### config.mk
export PLATFORM = sky130hd
export DESIGN_NAME = mem_arbiter
export DESIGN_NICKNAME = d
export VERILOG_FILES = /design/src/rtl/arb_pkg.sv /design/src/rtl/bus_watchdog.sv /design/src/rtl/mem_arbiter.sv
export SDC_FILE = /design/constraint.sdc
export NUM_CORES = 1
export LEC_CHECK = 0
export CORE_MARGIN = 4
export CORE_UTILIZATION = 42
export CTS_CLUSTER_SIZE = 25
export DETAILED_ROUTE_END_ITERATION = 12
export PLACE_DENSITY = 0.8
export SKIP_LAST_GASP = 1
export SYNTH_ARGS = -nofsm -noshare
export SYNTH_HDL_FRONTEND = slang
export SYNTH_SLANG_ARGS = --single-unit
### constraint.sdc
create_clock -name clk -period 2.25 [get_ports clk]
set_clock_uncertainty 0.1 [all_clocks]
set_input_delay 0.45 -clock clk [delete_from_list [all_inputs] [get_ports clk]]
set_output_delay 0.45 -clock clk [all_outputs]
set_load 0.02 [all_outputs]
### src/rtl/arb_pkg.sv
// Shared types and constants for the fetch/mem-stage memory arbiter.
package arb_pkg;

  typedef enum logic [2:0] {
    IDLE,
    D_ADDR,
    D_WAIT,
    I_ADDR,
    I_WAIT
  } arbState_t;

  localparam logic [3:0] SEL_WORD = 4'b1111;
  localparam int unsigned WAIT_LIMIT_DEFAULT = 255;

endpackage

### src/rtl/bus_watchdog.sv
// Per-transaction cycle counter; fires a one-cycle timeout and sets a sticky bus error.
module bus_watchdog
  import arb_pkg::*;
#(
  parameter int unsigned WAIT_LIMIT = WAIT_LIMIT_DEFAULT
) (
  input  logic clk,
  input  logic rst,
  input  logic clr,
  input  logic en,
  output logic timeout,
  output logic bus_err
);

  localparam int CW = (WAIT_LIMIT < 2) ? 1 : $clog2(WAIT_LIMIT + 1);
  // Timeout fires on the cycle the count would step up to WAIT_LIMIT.
  localparam logic [CW-1:0] LAST_COUNT = (WAIT_LIMIT == 0) ? '0 : CW'(WAIT_LIMIT - 1);

  logic [CW-1:0] countReg;

  assign timeout = (WAIT_LIMIT != 0) && en && (countReg == LAST_COUNT);

  always_ff @(posedge clk) begin
    if (rst || clr) begin
      countReg <= '0;
    end else if (en) begin
      countReg <= countReg + 1'b1;
    end
  end

  always_ff @(posedge clk) begin
    if (rst) begin
      bus_err <= 1'b0;
    end else if (timeout) begin
      bus_err <= 1'b1;
    end
  end

endmodule

### src/rtl/mem_arbiter.sv
// Single-port memory arbiter: fetch reads and mem-stage loads/stores share one
// variable-latency memory port; data requests win ties, one transaction at a time.
module mem_arbiter
  import arb_pkg::*;
#(
  parameter int unsigned WAIT_LIMIT = WAIT_LIMIT_DEFAULT
) (
  input  logic        clk,
  input  logic        rst,
  input  logic        inst_req,
  input  logic [31:0] inst_addr,
  output logic [31:0] inst_rdata,
  output logic        inst_ok,
  input  logic        data_req,
  input  logic        data_wr,
  input  logic [3:0]  data_sel,
  input  logic [31:0] data_addr,
  input  logic [31:0] data_wdata,
  output logic [31:0] data_rdata,
  output logic        data_ok,
  output logic        mem_req,
  output logic        mem_wr,
  output logic [3:0]  mem_sel,
  output logic [31:0] mem_addr,
  output logic [31:0] mem_wdata,
  input  logic        mem_addr_ok,
  input  logic        mem_data_ok,
  input  logic [31:0] mem_rdata,
  output logic        bus_err
);

  arbState_t   stateReg, stateNext;
  logic        memReqNext, memWrNext;
  logic [3:0]  memSelNext;
  logic [31:0] memAddrNext, memWdataNext;
  logic [31:0] instRdataNext, dataRdataNext;
  logic        instOkNext, dataOkNext;
  logic        inAddr, inWait, isData, memDone, timeout;

  assign inAddr  = (stateReg == D_ADDR) || (stateReg == I_ADDR);
  assign inWait  = (stateReg == D_WAIT) || (stateReg == I_WAIT);
  assign isData  = (stateReg == D_ADDR) || (stateReg == D_WAIT);
  assign memDone = (inAddr && mem_addr_ok && mem_data_ok) || (inWait && mem_data_ok);

  // The completing cycle is not counted, so a real reply always beats the watchdog.
  bus_watchdog #(
    .WAIT_LIMIT(WAIT_LIMIT)
  ) u_watchdog (
    .clk    (clk),
    .rst    (rst),
    .clr    (stateReg == IDLE),
    .en     ((inAddr || inWait) && !memDone),
    .timeout(timeout),
    .bus_err(bus_err)
  );

  always_comb begin
    stateNext     = stateReg;
    memWrNext     = mem_wr;
    memSelNext    = mem_sel;
    memAddrNext   = mem_addr;
    memWdataNext  = mem_wdata;
    instRdataNext = inst_rdata;
    dataRdataNext = data_rdata;
    instOkNext    = 1'b0;
    dataOkNext    = 1'b0;

    case (stateReg)
      IDLE: begin
        // A requester still holding req in its own ok cycle is a stale request.
        if (data_req && !data_ok) begin
          stateNext    = D_ADDR;
          memWrNext    = data_wr;
          memSelNext   = data_sel;
          memAddrNext  = data_addr;
          memWdataNext = data_wdata;
        end else if (inst_req && !inst_ok) begin
          stateNext    = I_ADDR;
          memWrNext    = 1'b0;
          memSelNext   = SEL_WORD;
          memAddrNext  = inst_addr;
        end
      end
      D_ADDR: if (mem_addr_ok) stateNext = D_WAIT;
      I_ADDR: if (mem_addr_ok) stateNext = I_WAIT;
      default: ;
    endcase

    if (memDone || timeout) begin
      stateNext = IDLE;
      if (isData) begin
        dataOkNext = 1'b1;
        if (!mem_wr) dataRdataNext = timeout ? 32'h0 : mem_rdata;
      end else begin
        instOkNext    = 1'b1;
        instRdataNext = timeout ? 32'h0 : mem_rdata;
      end
    end

    memReqNext = (stateNext == D_ADDR) || (stateNext == I_ADDR);
  end

  always_ff @(posedge clk) begin
    if (rst) begin
      stateReg   <= IDLE;
      mem_req    <= 1'b0;
      mem_wr     <= 1'b0;
      mem_sel    <= 4'b0;
      mem_addr   <= 32'h0;
      mem_wdata  <= 32'h0;
      inst_rdata <= 32'h0;
      data_rdata <= 32'h0;
      inst_ok    <= 1'b0;
      data_ok    <= 1'b0;
    end else begin
      stateReg   <= stateNext;
      mem_req    <= memReqNext;
      mem_wr     <= memWrNext;
      mem_sel    <= memSelNext;
      mem_addr   <= memAddrNext;
      mem_wdata  <= memWdataNext;
      inst_rdata <= instRdataNext;
      data_rdata <= dataRdataNext;
      inst_ok    <= instOkNext;
      data_ok    <= dataOkNext;
    end
  end

endmodule

Word-level counts from Yosys, hierarchy flattened
Cells that the tools add are included.
Widths: inputs -> output; s select.
{ "word_totals": {"reg_bits": 148, "in_bits": 139, "word_cells": 63, "out_inout_bits": 137} }
{ "classes": {"bitwise": 3, "reduce_logical": 25, "n_eq_ne": 7, "muxes": 15, "n_addsub": 1} }
{ "op_table": {"columns": ["operator", "count"], "rows": [
  ["$mux 32", 3],
  ["$mux 3", 5],
  ["$eq 3x2->1 const B", 3],
  ["$pmux 3 s3", 1],
  ["$add 8x1->8 const B", 1],
  ["$eq 8x8->1 const B", 1],
  ["$logic_or 1x1->1", 8],
  ["$mux 4", 2],
  ["$logic_and 1x1->1", 7],
  ["$eq 3x1->1 const B", 2],
  ["$reduce_and 2->1", 3],
  ["$mux 1", 4],
  ["$eq 3x3->1 const B", 1],
  ["$logic_not 1->1", 3],
  ["$logic_not 3->1", 1],
  ["$not 1->1", 3],
  ["$reduce_and 3->1", 1],
  ["$reduce_bool 2->1", 1],
  ["$reduce_or 2->1", 1]
]} }

Logic depth before layout (Yosys ltp)
Gate-level depths: netlist of run 1.
{ "logic_depth": {"ltp_word": 12, "ltp_mapped": 8, "mapped_depth_nobuf": 6} }

Modules after synthesis
A second synthesis of run 1 with hierarchy kept.
{ "hier_totals": {"cells_unflattened": 719, "hier_area_um2": 5906.9} }
{ "by_module_without_submodules": {"columns": ["mod", "cells_per_inst", "seq_area_each_um2", "area_each_um2", "instances"], "rows": [
  ["mem_arbiter", 675, 2782.7, 5507.8, 1],
  ["bus_watchdog", 44, 180.2, 399.1, 1]
]} }

Worst setup path after synthesis of run 1
Ideal clock, no wire load.
{ "synth_timing": {"path_kind": "reg2reg", "startpoint": "register u_watchdog.countReg[0]", "endpoint": "register inst_rdata[10]", "setup_ns": 0.072, "setup_slack_ns": 0.343, "t_arrival_ns": 1.736, "n_path_buf": 2, "t_required_ns": 2.078, "synth_period_minus_slack_ns": 1.907, "path_stages_with_launch": 9, "cell_sequence": "dfxtp_1 > inv_1 > ha_1 > nand3_1 > o32a_1 > a22o_1 > clkbuf_1 > buf_2 > mux2i_1"} }
{ "synth_between": {"elab_chain_cells": 4, "word_cells_on_any_way": 5, "cone_classes": "eq/ne (1); mux (1); reduce/logical (3)"} }
{ "synth_rtl": {"columns": ["element", "line_no", "text"], "rows": [
  ["from (decl)", "bus_watchdog.sv:19", "logic [CW-1:0] countReg;"],
  ["from (signal assigned)", "bus_watchdog.sv:27", "countReg <= countReg + 1'b1;"],
  ["$eq 8x8->1 (*)", "bus_watchdog.sv:21", "assign timeout = (WAIT_LIMIT != 0) && en && (countReg == LAST_COUNT);"],
  ["$logic_and 1x1->1 (*)", "bus_watchdog.sv:21", null],
  ["$logic_or 1x1->1", "mem_arbiter.sv:89", "if (memDone || timeout) begin"],
  ["$reduce_and 2->1 (no source line)", null, null],
  ["to (signal assigned)", "mem_arbiter.sv:122", "inst_rdata <= instRdataNext;"],
  ["to (decl)", "mem_arbiter.sv:12", "output logic [31:0] inst_rdata,"]
]} }
Mark *: on every way between the ends. The rest lies on a longest branch, timed or not.
A chain may end at the register's enable or synchronous reset.

Final worst setup path of run 1
{ "layout_timing": {"startpoint": "input mem_data_ok", "endpoint": "register u_watchdog.countReg[5]"} }
{ "layout_between": {"elab_chain_cells": 4, "word_cells_on_any_way": 5, "cone_classes": "reduce/logical (5)"} }
{ "layout_rtl": {"columns": ["element", "line_no", "text"], "rows": [
  ["from (decl)", "mem_arbiter.sv:27", "input logic mem_data_ok,"],
  ["$logic_and 1x1->1", "mem_arbiter.sv:43", "assign memDone = (inAddr && mem_addr_ok && mem_data_ok) || (inWait && mem_data_ok);"],
  ["$logic_or 1x1->1 (*)", "mem_arbiter.sv:43", null],
  ["$logic_not 1->1 (*)", "mem_arbiter.sv:52", ".en ((inAddr || inWait) && !memDone),"],
  ["$logic_and 1x1->1 (*)", "mem_arbiter.sv:52", null]
]} }
Marked as above.

==> flow_summary.json, run 1 <==
{
  "r2r_cells": 7,
  "pwr-share-clk_pct": 34.1,
  "cts-buffers-inserted": 17,
  "cts_tree": "built",
  "num_rows": 44,
  "cap_violations": 0,
  "sw_frac_of_total_pct": 30.82,
  "min_path_cells": 2,
  "r2r-start": "u_watchdog.countReg[0]$_SDFFE_PP0P_",
  "synth_fp_nets": 856,
  "slew_violations": 0,
  "power.density_mw_per_mm2": 873.6,
  "place_hpwl_um": 13300,
  "fin_cells": 1174,
  "synth_top_cell_area_share_pct": 47.56,
  "initial_utilization_pct": 42.86,
  "p_int_mw": 5.964,
  "setup_viol": 0,
  "arrival_ps": 2290,
  "synth_top_area_cell": "dfxtp_1",
  "worst_hold_slack_ps": 352.0,
  "ctsHoldBuffers": 0,
  "fin_crit_ps": 2041,
  "io_buffers": 275,
  "drive_gt1_share_pct": 7.179,
  "synthCells": 715,
  "grt_pass1_vias": 5606,
  "nets": 1117,
  "clk_pin_slew_worst_paths_ps": 60,
  "first_pass_iters": 4,
  "post-route-period-util_pct": 90.73,
  "crit_type": "in -> reg",
  "post_cts_buffers": 0,
  "route.detailed.wl_per_inst_um": 15.97,
  "synth_edf_count": 0,
  "synth.distinct_cells": 42,
  "r2r-end": "data_rdata[0]$_SDFFE_PP0P_",
  "crit_path_start_kind": "input port",
  "status": "finished, final reports clean",
  "cts_sinks": 148,
  "io_pins": 276,
  "overflow": 0,
  "rsz0062_at_grt": "false",
  "cp.required_ps": 2500,
  "viasPerCell": 5.033,
  "die_area_sq_mm": 0.01685,
  "crit_end": "u_watchdog.countReg[5]$_SDFFE_PP0P_",
  "max_freq_mhz": 489.8,
  "yosysWarnings": 0,
  "drcViolationCount": 0,
  "synth_area_sq_mm": 0.006230,
  "htreeDepth": 4,
  "area_growth_pct": 58.41,
  "cts_buffer_depth": 2,
  "die_y_um": 129.8,
  "pwr-share-comb_pct": 29.5,
  "dominantRegCellSynth": "dfxtp_1",
  "place_inst": 1141,
  "final-hold-violation-count": 0,
  "cts-root-buf": "clkbuf_16",
  "synth_top_cells_by_area": "dfxtp_1 (48%), mux2i_1 (10%), nand2_1 (8.1%)",
  "globalplace.congestion": 0.7888,
  "reg2reg_slack_ps": 260,
  "drt_iter0_markers": 251,
  "sequentialPowerShare_pct": 36.4,
  "chipWidth_um": 129.8,
  "crit_start": "mem_data_ok",
  "coreArea_sq_mm": 0.01453,
  "hold_path_class": "reg -> reg",
  "ir_worst_vdd_mv": 0.5209,
  "wl_um": 18750,
  "grt_max_degree": 65,
  "fin_setup_tns_ps": 0,
  "max_slew_margin_pct": 58.21,
  "power_switching_mw": 2.657,
  "avgSynthCellArea_sq_um": 8.713,
  "power_leakage_nw": 3.983,
  "antenna_found_initial": 2,
  "path_max_fanout": 4,
  "synth-seq-cells": 148,
  "tightest_slew_ps": 626.9,
  "clock_latency_ps": 410,
  "grt_pass1_wl_um": 28550,
  "synthArstFlopShare_pct": 0,
  "vias": 5909,
  "critPathCaptureType": "flop",
  "ant_nets": 0,
  "ys_seq_area_share_pct": 47.56,
  "cts_resized": 0,
  "grt_usage_pct": 21.46
}
sequential cells by signal (all words and copies together), names as in the netlist:
name                 count
mem_sel                  4
u_watchdog.bus_err       1
mem_wr                   1
inst_rdata              32
stateReg                 3
data_rdata              32
data_ok                  1
mem_addr                32
inst_ok                  1
u_watchdog.countReg      8
mem_req                  1
mem_wdata               32
how the worst min path moves through the flow:
stage / slack (ps) / to / startpoint
2_1_floorplan: 360 / u_watchdog.countReg[7]$_SDFFE_PP0P_ / u_watchdog.countReg[7]$_SDFFE_PP0P_
3_3_place_gp: 340 / mem_wdata[23]$_SDFFE_PP0P_ / mem_wdata[23]$_SDFFE_PP0P_
3_5_place_dp: 350 / mem_wdata[10]$_SDFFE_PP0P_ / mem_wdata[10]$_SDFFE_PP0P_
4_1_cts: 350 / mem_wdata[10]$_SDFFE_PP0P_ / mem_wdata[10]$_SDFFE_PP0P_
5_1_grt: 360 / mem_wdata[13]$_SDFFE_PP0P_ / mem_wdata[13]$_SDFFE_PP0P_
6_report: 350 / mem_wdata[10]$_SDFFE_PP0P_ / mem_wdata[10]$_SDFFE_PP0P_
kinds of logic after synthesis:
kind of cell	count (synthesis)	share of synthesized area [%]
AND/OR/NAND/NOR	302	23.30
flip-flops	148	47.56
AO/OA/AOI/OAI	129	13.16
buffers and inverters	67	4.880
multiplexers	64	10.28
XOR/XNOR	3	0.4218
adder cells (fa/ha/maj)	2	0.4016
cell usage after synthesis (4+ instances only):
cell	instances
a21oi_1	42
a311oi_1	32
buf_2	18
buf_6	4
clkbuf_1	38
dfxtp_1	148
inv_1	4
mux2i_1	64
nand2_1	135
nand2b_1	66
nand3_1	5
nor2_1	42
nor2b_1	35
o21ai_0	13
o21ai_1	23
o22ai_1	4
through the flow:
stage               instance area (sq um)  power [mW]  worst slack, ps  utilization, %
floorplan                            6230       4.528            342.5               -
global placement                     9249       5.703           -157.1           63.64
detailed placement                   9249       5.740           -222.6           63.64
CTS                                  9866       8.701            215.0           67.88
global route                         9868       9.008            126.9           67.90
finish                               9868       8.621            208.5           67.90
power groups by stage:
stage                     logic (mW)  registers [mW]  clock network [mW]
after floorplan                0.989            3.54                   0
after CTS                       2.56            3.14                3.00
after global placement          2.53            3.18                   0
final                           2.54            3.14                2.94
after global routing            2.72            3.18                3.11
after detailed placement        2.55            3.19                   0
layout by cell type, fill, tap and decap left out, types with 4 or more instances in the layout:
cell type,synthesis,final
buf_4,0,23
nand2b_1,66,66
nor2b_1,35,34
inv_1,4,4
buf_12,0,7
o21ai_1,23,23
nand3_1,5,5
o21ai_0,13,13
a311oi_1,32,32
clkdlybuf4s50_1,0,274
dfxtp_1,148,148
clkbuf_16,0,17
a21oi_1,42,42
clkinv_4,0,4
o22ai_1,4,4
mux2i_1,64,64
nor2_1,42,42
nand2_1,135,135
metal layers:
layer | up-vias | share of wire, % | track usage [%] | wire length [um]
met1 | 2708 | 40 | 24.85 | 7548
li1 | 2944 | - | - | -
met3 | 30 | 10 | 9.333 | 1960
met2 | 227 | 47 | 35.06 | 8739
met4 | 0 | 2.7 | 8.496 | 505
met5 | - | 0 | 0 | 0
worst max-delay path: stages:
cell and delay [ps]:
clkdlybuf4s50_1 440, buf_4 150, nor4b_1 260, buf_4 180
a211oi_4 40, buf_4 160, or4_1 470, a21oi_1 150
layout make-up:
cell class                      count  area [sq um]
Sequential cell                   148          2963
Antenna cell                        1         2.502
Tap cell                          184         230.2
Inverter                            5         18.77
Multi-Input combinational cell    500          2982
Clock inverter                     13         173.9
Fill cell                        1188          4666
Timing Repair Buffer              304          3055
Clock buffer                       19         442.9
Power figures use the tool's default switching activity.
==> inputs of run 2 (changes only) <==
--- a/config.mk
+++ b/config.mk
@@ -6,10 +6,11 @@
 export NUM_CORES = 1
 export LEC_CHECK = 0
 export CORE_MARGIN = 4
-export CORE_UTILIZATION = 42
+export CORE_UTILIZATION = 43
+export CTS_BUF_LIST = sky130_fd_sc_hd__clkbuf_8
 export CTS_CLUSTER_SIZE = 25
 export DETAILED_ROUTE_END_ITERATION = 12
-export PLACE_DENSITY = 0.8
+export PLACE_DENSITY = 0.82
 export SKIP_LAST_GASP = 1
 export SYNTH_ARGS = -nofsm -noshare
 export SYNTH_HDL_FRONTEND = slang
==> run 2 against run 1 <==
Sequential power about the same. Final cell count about the same. Register-to-register slack worse by 30 ps. Largest power group unchanged. Combinational power up 3%. Worst hold slack better by 3.2 ps.
==> flow_summary.json, run 2 (synthesis results as in run 1) <==
{
  "ant_nets": 0,
  "slew_violations": 0,
  "hold_path_class": "reg -> reg",
  "initial_utilization_pct": 44.36,
  "rsz0062_at_grt": "false",
  "first_pass_iters": 4,
  "crit_family": "buffers and inverters",
  "layout_setup_ws_ps": 201.8,
  "ir_worst_vdd_mv": 0.5457,
  "fin_setup_tns_ps": 0,
  "chipWidth_um": 128.4,
  "cts-buffers-inserted": 17,
  "arrival_ps": 1500,
  "die_area_sq_mm": 0.01648,
  "cts_buffer_depth": 2,
  "antenna_cells": 0,
  "max_freq_mhz": 488.2,
  "grt_usage_pct": 22.37,
  "clock_latency_ps": 440,
  "final-hold-violation-count": 0,
  "coreArea_sq_mm": 0.01404,
  "clk_pin_slew_worst_paths_ps": 90,
  "n_fill_cell": 1133,
  "io_pins": 276,
  "cts_sinks": 148,
  "utilization_pct": 69.18,
  "setup_viol": 0,
  "fin_crit_ps": 2048,
  "power.density_mw_per_mm2": 808.3,
  "antenna_found_initial": 0,
  "nets": 1121,
  "path_cells": "clkdlybuf4s50_1",
  "cts_resized": 0,
  "crit_type": "reg -> out",
  "post-route-period-util_pct": 91.03,
  "area_growth_pct": 55.93,
  "max_slew_margin_pct": 43.85,
  "crit_path_start_kind": "flop",
  "route.detailed.wl_per_inst_um": 16.15,
  "worst_hold_slack_ps": 355.1,
  "num_rows": 43,
  "status": "finished, final reports clean",
  "cap_violations": 0,
  "place_hpwl_um": 13880,
  "globalplace.congestion": 0.7963,
  "path_max_fanout": 3,
  "critPathCaptureType": "output pin",
  "cp.required_ps": 1700,
  "power_leakage_nw": 3.926,
  "drt_iter0_markers": 311,
  "vias": 5811,
  "viasPerCell": 4.954,
  "cts_tree": "built",
  "slowest_stage": "clkdlybuf4s50_1",
  "overflow": 0,
  "final_cell_mix": "clkdlybuf4s50_1 (274), dfxtp_1 (148), nand2_1 (135)",
  "die_y_um": 128.4,
  "ctsHoldBuffers": 0,
  "post_cts_buffers": 0,
  "cts-root-buf": "clkbuf_8",
  "drcViolationCount": 0,
  "htreeDepth": 4,
  "cpPeakStageDelay_ps": 660,
  "drive_gt1_share_pct": 7.654,
  "grt_max_degree": 101,
  "final_common_cell": "clkdlybuf4s50_1",
  "grt_pass1_wl_um": 29190,
  "io_buffers": 275,
  "wl_um": 18940,
  "cp.buffers_inverters": 1,
  "pre_cts_ws_ps": -225.0,
  "tightest_slew_ps": 842.2,
  "grt_pass1_vias": 5815
}
run 2: worst paths after layout:
check             slack, ps                                 from  depth (start not counted)                    endpoint
setup / recovery        200                   data_ok$_SDFF_PP0_                          1                     data_ok
hold / removal          360            mem_wdata[5]$_SDFFE_PP0P_                          2   mem_wdata[5]$_SDFFE_PP0P_
setup reg to reg        230  u_watchdog.countReg[0]$_SDFFE_PP0P_                          7  data_rdata[5]$_SDFFE_PP0P_
hold reg to reg         360            mem_wdata[5]$_SDFFE_PP0P_                          2   mem_wdata[5]$_SDFFE_PP0P_
run 2: report_power, final:
group          switching (mW)  total [mW]  internal [mW]  leakage [nW]
clock                    1.11        2.13           1.02         0.202
combinational            1.34        2.61           1.27          2.52
sequential              0.177        3.12           2.94          1.21
total                    2.62        7.85           5.23          3.93
run 2: worst min-delay path: stages (launching register included):
cell and delay (ps):
dfxtp_1 310, nand2_1 50, a21oi_1 50
run 2: routing by layer:
layer  global-route usage, %  routed length (um)
met3                   9.921                2039
met5                       0                   0
met4                   7.740                 408
met2                   38.49                9160
met1                   24.56                7330
run 2: through the flow:
| step | cell area, sq um | instances | total power [mW] |
|---|---|---|---|
| after detailed placement | 9311 | 1141 | 5.800 |
| after global routing | 9714 | 1173 | 8.245 |
| after CTS | 9714 | 1173 | 7.936 |
| final | 9714 | 1173 | 7.852 |
| after global placement | 9311 | 1141 | 5.764 |
| after floorplan | 6230 | 715 | 4.528 |
run 2: cell type report:
cell class / count / area (sq um) / area share [%]
timing repair buffer: 308 / 3123 / 32.15
multi-input combinational: 500 / 2982 / 30.69
sequential: 148 / 2963 / 30.50
clock buffer: 17 / 234.0 / 2.409
tap: 180 / 225.2 / 2.318
clock inverter: 15 / 168.9 / 1.739
inverter: 5 / 18.77 / 0.1932
==> inputs of run 3 (changes only) <==
--- a/config.mk
+++ b/config.mk
@@ -6,11 +6,11 @@
 export NUM_CORES = 1
 export LEC_CHECK = 0
 export CORE_MARGIN = 4
-export CORE_UTILIZATION = 43
+export CORE_UTILIZATION = 47
 export CTS_BUF_LIST = sky130_fd_sc_hd__clkbuf_8
 export CTS_CLUSTER_SIZE = 25
 export DETAILED_ROUTE_END_ITERATION = 12
-export PLACE_DENSITY = 0.82
+export PLACE_DENSITY = 0.89
 export SKIP_LAST_GASP = 1
 export SYNTH_ARGS = -nofsm -noshare
 export SYNTH_HDL_FRONTEND = slang
==> constraint.sdc (replaced) <==
create_clock -name clk -period 2.4 [get_ports clk]
set_clock_uncertainty 0.1 [all_clocks]
set_input_delay 0.48 -clock clk [delete_from_list [all_inputs] [get_ports clk]]
set_output_delay 0.48 -clock clk [all_outputs]
set_load 0.02 [all_outputs]
==> run 3 against run 2 <==
Critical path depth grew 4. Die area down 8.0%. First-iteration DRC count decreased by 0.64%. Via count grew 1.8%. Non-clock buffer count fell by 8. Clock power about the same. Design area decreased by 0.61%. Largest cell class unchanged.
==> flow_summary.json, run 3 (synthesis results as in run 1) <==
{
  "cts_sinks": 148,
  "min_path_cells": 2,
  "power_leakage_nw": 3.909,
  "nets": 1113,
  "final_cell_mix": "clkdlybuf4s50_1 (274), dfxtp_1 (148), nand2_1 (135)",
  "path_max_fanout": 17,
  "grt_usage_pct": 24.74,
  "initial_utilization_pct": 48.77,
  "cap_violations": 0,
  "globalplace.congestion": 0.8146,
  "crit_end": "data_rdata[29]$_SDFFE_PP0P_",
  "coreArea_sq_mm": 0.01277,
  "die_y_um": 123.1,
  "reg2reg_slack_ps": 300,
  "status": "finished, final reports clean",
  "crit_start": "stateReg[2]$_SDFF_PP0_",
  "chipWidth_um": 123.1,
  "cts_resized": 0,
  "rsz0062_at_grt": "false",
  "die_area_sq_mm": 0.01516,
  "max_freq_mhz": 476.8,
  "grt_max_degree": 65,
  "area_growth_pct": 54.99,
  "crit_type": "reg -> reg",
  "cp.required_ps": 2650,
  "overflow": 0,
  "path_cells": "xnor2_1, o32a_1, a2111o_2, buf_12, mux2i_1",
  "ant_nets": 0,
  "hold_path_class": "in -> reg",
  "final_common_cell": "clkdlybuf4s50_1",
  "wl_um": 18990,
  "r2r_cells": 5,
  "antenna_found_initial": 0,
  "max_slew_margin_pct": 58.36,
  "slowest_stage": "dfxtp_1",
  "arrival_ps": 2350,
  "place_hpwl_um": 13720,
  "grt_pass1_vias": 5806,
  "num_rows": 41,
  "antenna_cells": 0,
  "io_buffers": 275,
  "r2r-start": "stateReg[2]$_SDFF_PP0_",
  "fin_crit_ps": 2097,
  "post_cts_buffers": 0,
  "cpPeakStageDelay_ps": 550,
  "post-route-period-util_pct": 87.39,
  "viasPerCell": 5.111,
  "first_pass_iters": 4,
  "tightest_slew_ps": 624.6,
  "drcViolationCount": 0,
  "slew_violations": 0,
  "ctsHoldBuffers": 0,
  "clk_pin_slew_worst_paths_ps": 70,
  "clock_latency_ps": 440,
  "drt_iter0_markers": 309,
  "p_total_mw": 7.437,
  "power.density_mw_per_mm2": 770.3,
  "io_pins": 276,
  "cts_tree": "built",
  "htreeDepth": 4,
  "r2r-end": "data_rdata[29]$_SDFFE_PP0P_",
  "route.detailed.wl_per_inst_um": 16.41,
  "cts-root-buf": "clkbuf_8",
  "final-hold-violation-count": 0,
  "setup_viol": 0,
  "crit_path_start_kind": "flop",
  "cts-buffers-inserted": 17,
  "cts_buffer_depth": 2,
  "vias": 5914,
  "fin_setup_tns_ps": 0,
  "drive_gt1_share_pct": 6.396,
  "grt_pass1_wl_um": 29290,
  "critPathCaptureType": "flop",
  "ir_worst_vdd_mv": 0.5252
}
-- run 3: final cells by class --
class / count / area [sq um]
timing repair buffer: 300 / 3038
clock inverter: 12 / 163.9
multi-input combinational: 500 / 2982
sequential: 148 / 2963
fill: 918 / 3118
clock buffer: 20 / 275.3
tap: 172 / 215.2
inverter: 5 / 18.77
-- run 3: per-layer routing --
layer	share of wire, %	global-route usage [%]
met3	9.7	9.607
met5	0	0
met4	2.9	10.10
met1	38	26.89
met2	49	43.05
-- run 3: worst max-delay path: cells and delay by family (launching register included) --
family,cells,cell delay (ps)
XOR/XNOR,1,120
flip-flops,1,550
multiplexers,1,200
buffers and inverters,1,190
AO/OA/AOI/OAI,2,850
-- run 3: report_power, final --
part | internal, mW | switching [mW] | leakage [nW]
clock | 1.20 | 0.904 | 0.235
combinational | 1.15 | 1.23 | 2.47
sequential | 2.76 | 0.184 | 1.21
-- run 3: worst min path at each step --
stage	startpoint	endpoint	slack, ps
4_1_cts	rst	mem_wdata[4]$_SDFFE_PP0P_	310
6_report	rst	mem_wdata[4]$_SDFFE_PP0P_	340
5_1_grt	rst	mem_wdata[4]$_SDFFE_PP0P_	320
3_3_place_gp	mem_wdata[25]$_SDFFE_PP0P_	mem_wdata[25]$_SDFFE_PP0P_	340
2_1_floorplan	u_watchdog.countReg[7]$_SDFFE_PP0P_	u_watchdog.countReg[7]$_SDFFE_PP0P_	360
3_5_place_dp	mem_wdata[23]$_SDFFE_PP0P_	mem_wdata[23]$_SDFFE_PP0P_	350
-- run 3: per-stage QoR --
step | area (sq um) | hold slack [ps] | setup slack, ps | utilization [%] | instances
6_report | 9656 | 343.3 | 302.6 | 75.59 | 1157
3_3_place_gp | 9216 | 341.1 | -60.05 | 72.15 | 1125
5_1_grt | 9656 | 323.3 | 207.5 | 75.59 | 1157
3_5_place_dp | 9216 | 345.7 | -98.27 | 72.15 | 1125
2_1_floorplan | 6230 | 358.4 | 492.5 | - | 715
4_1_cts | 9656 | 311.1 | 297.7 | 75.59 | 1157
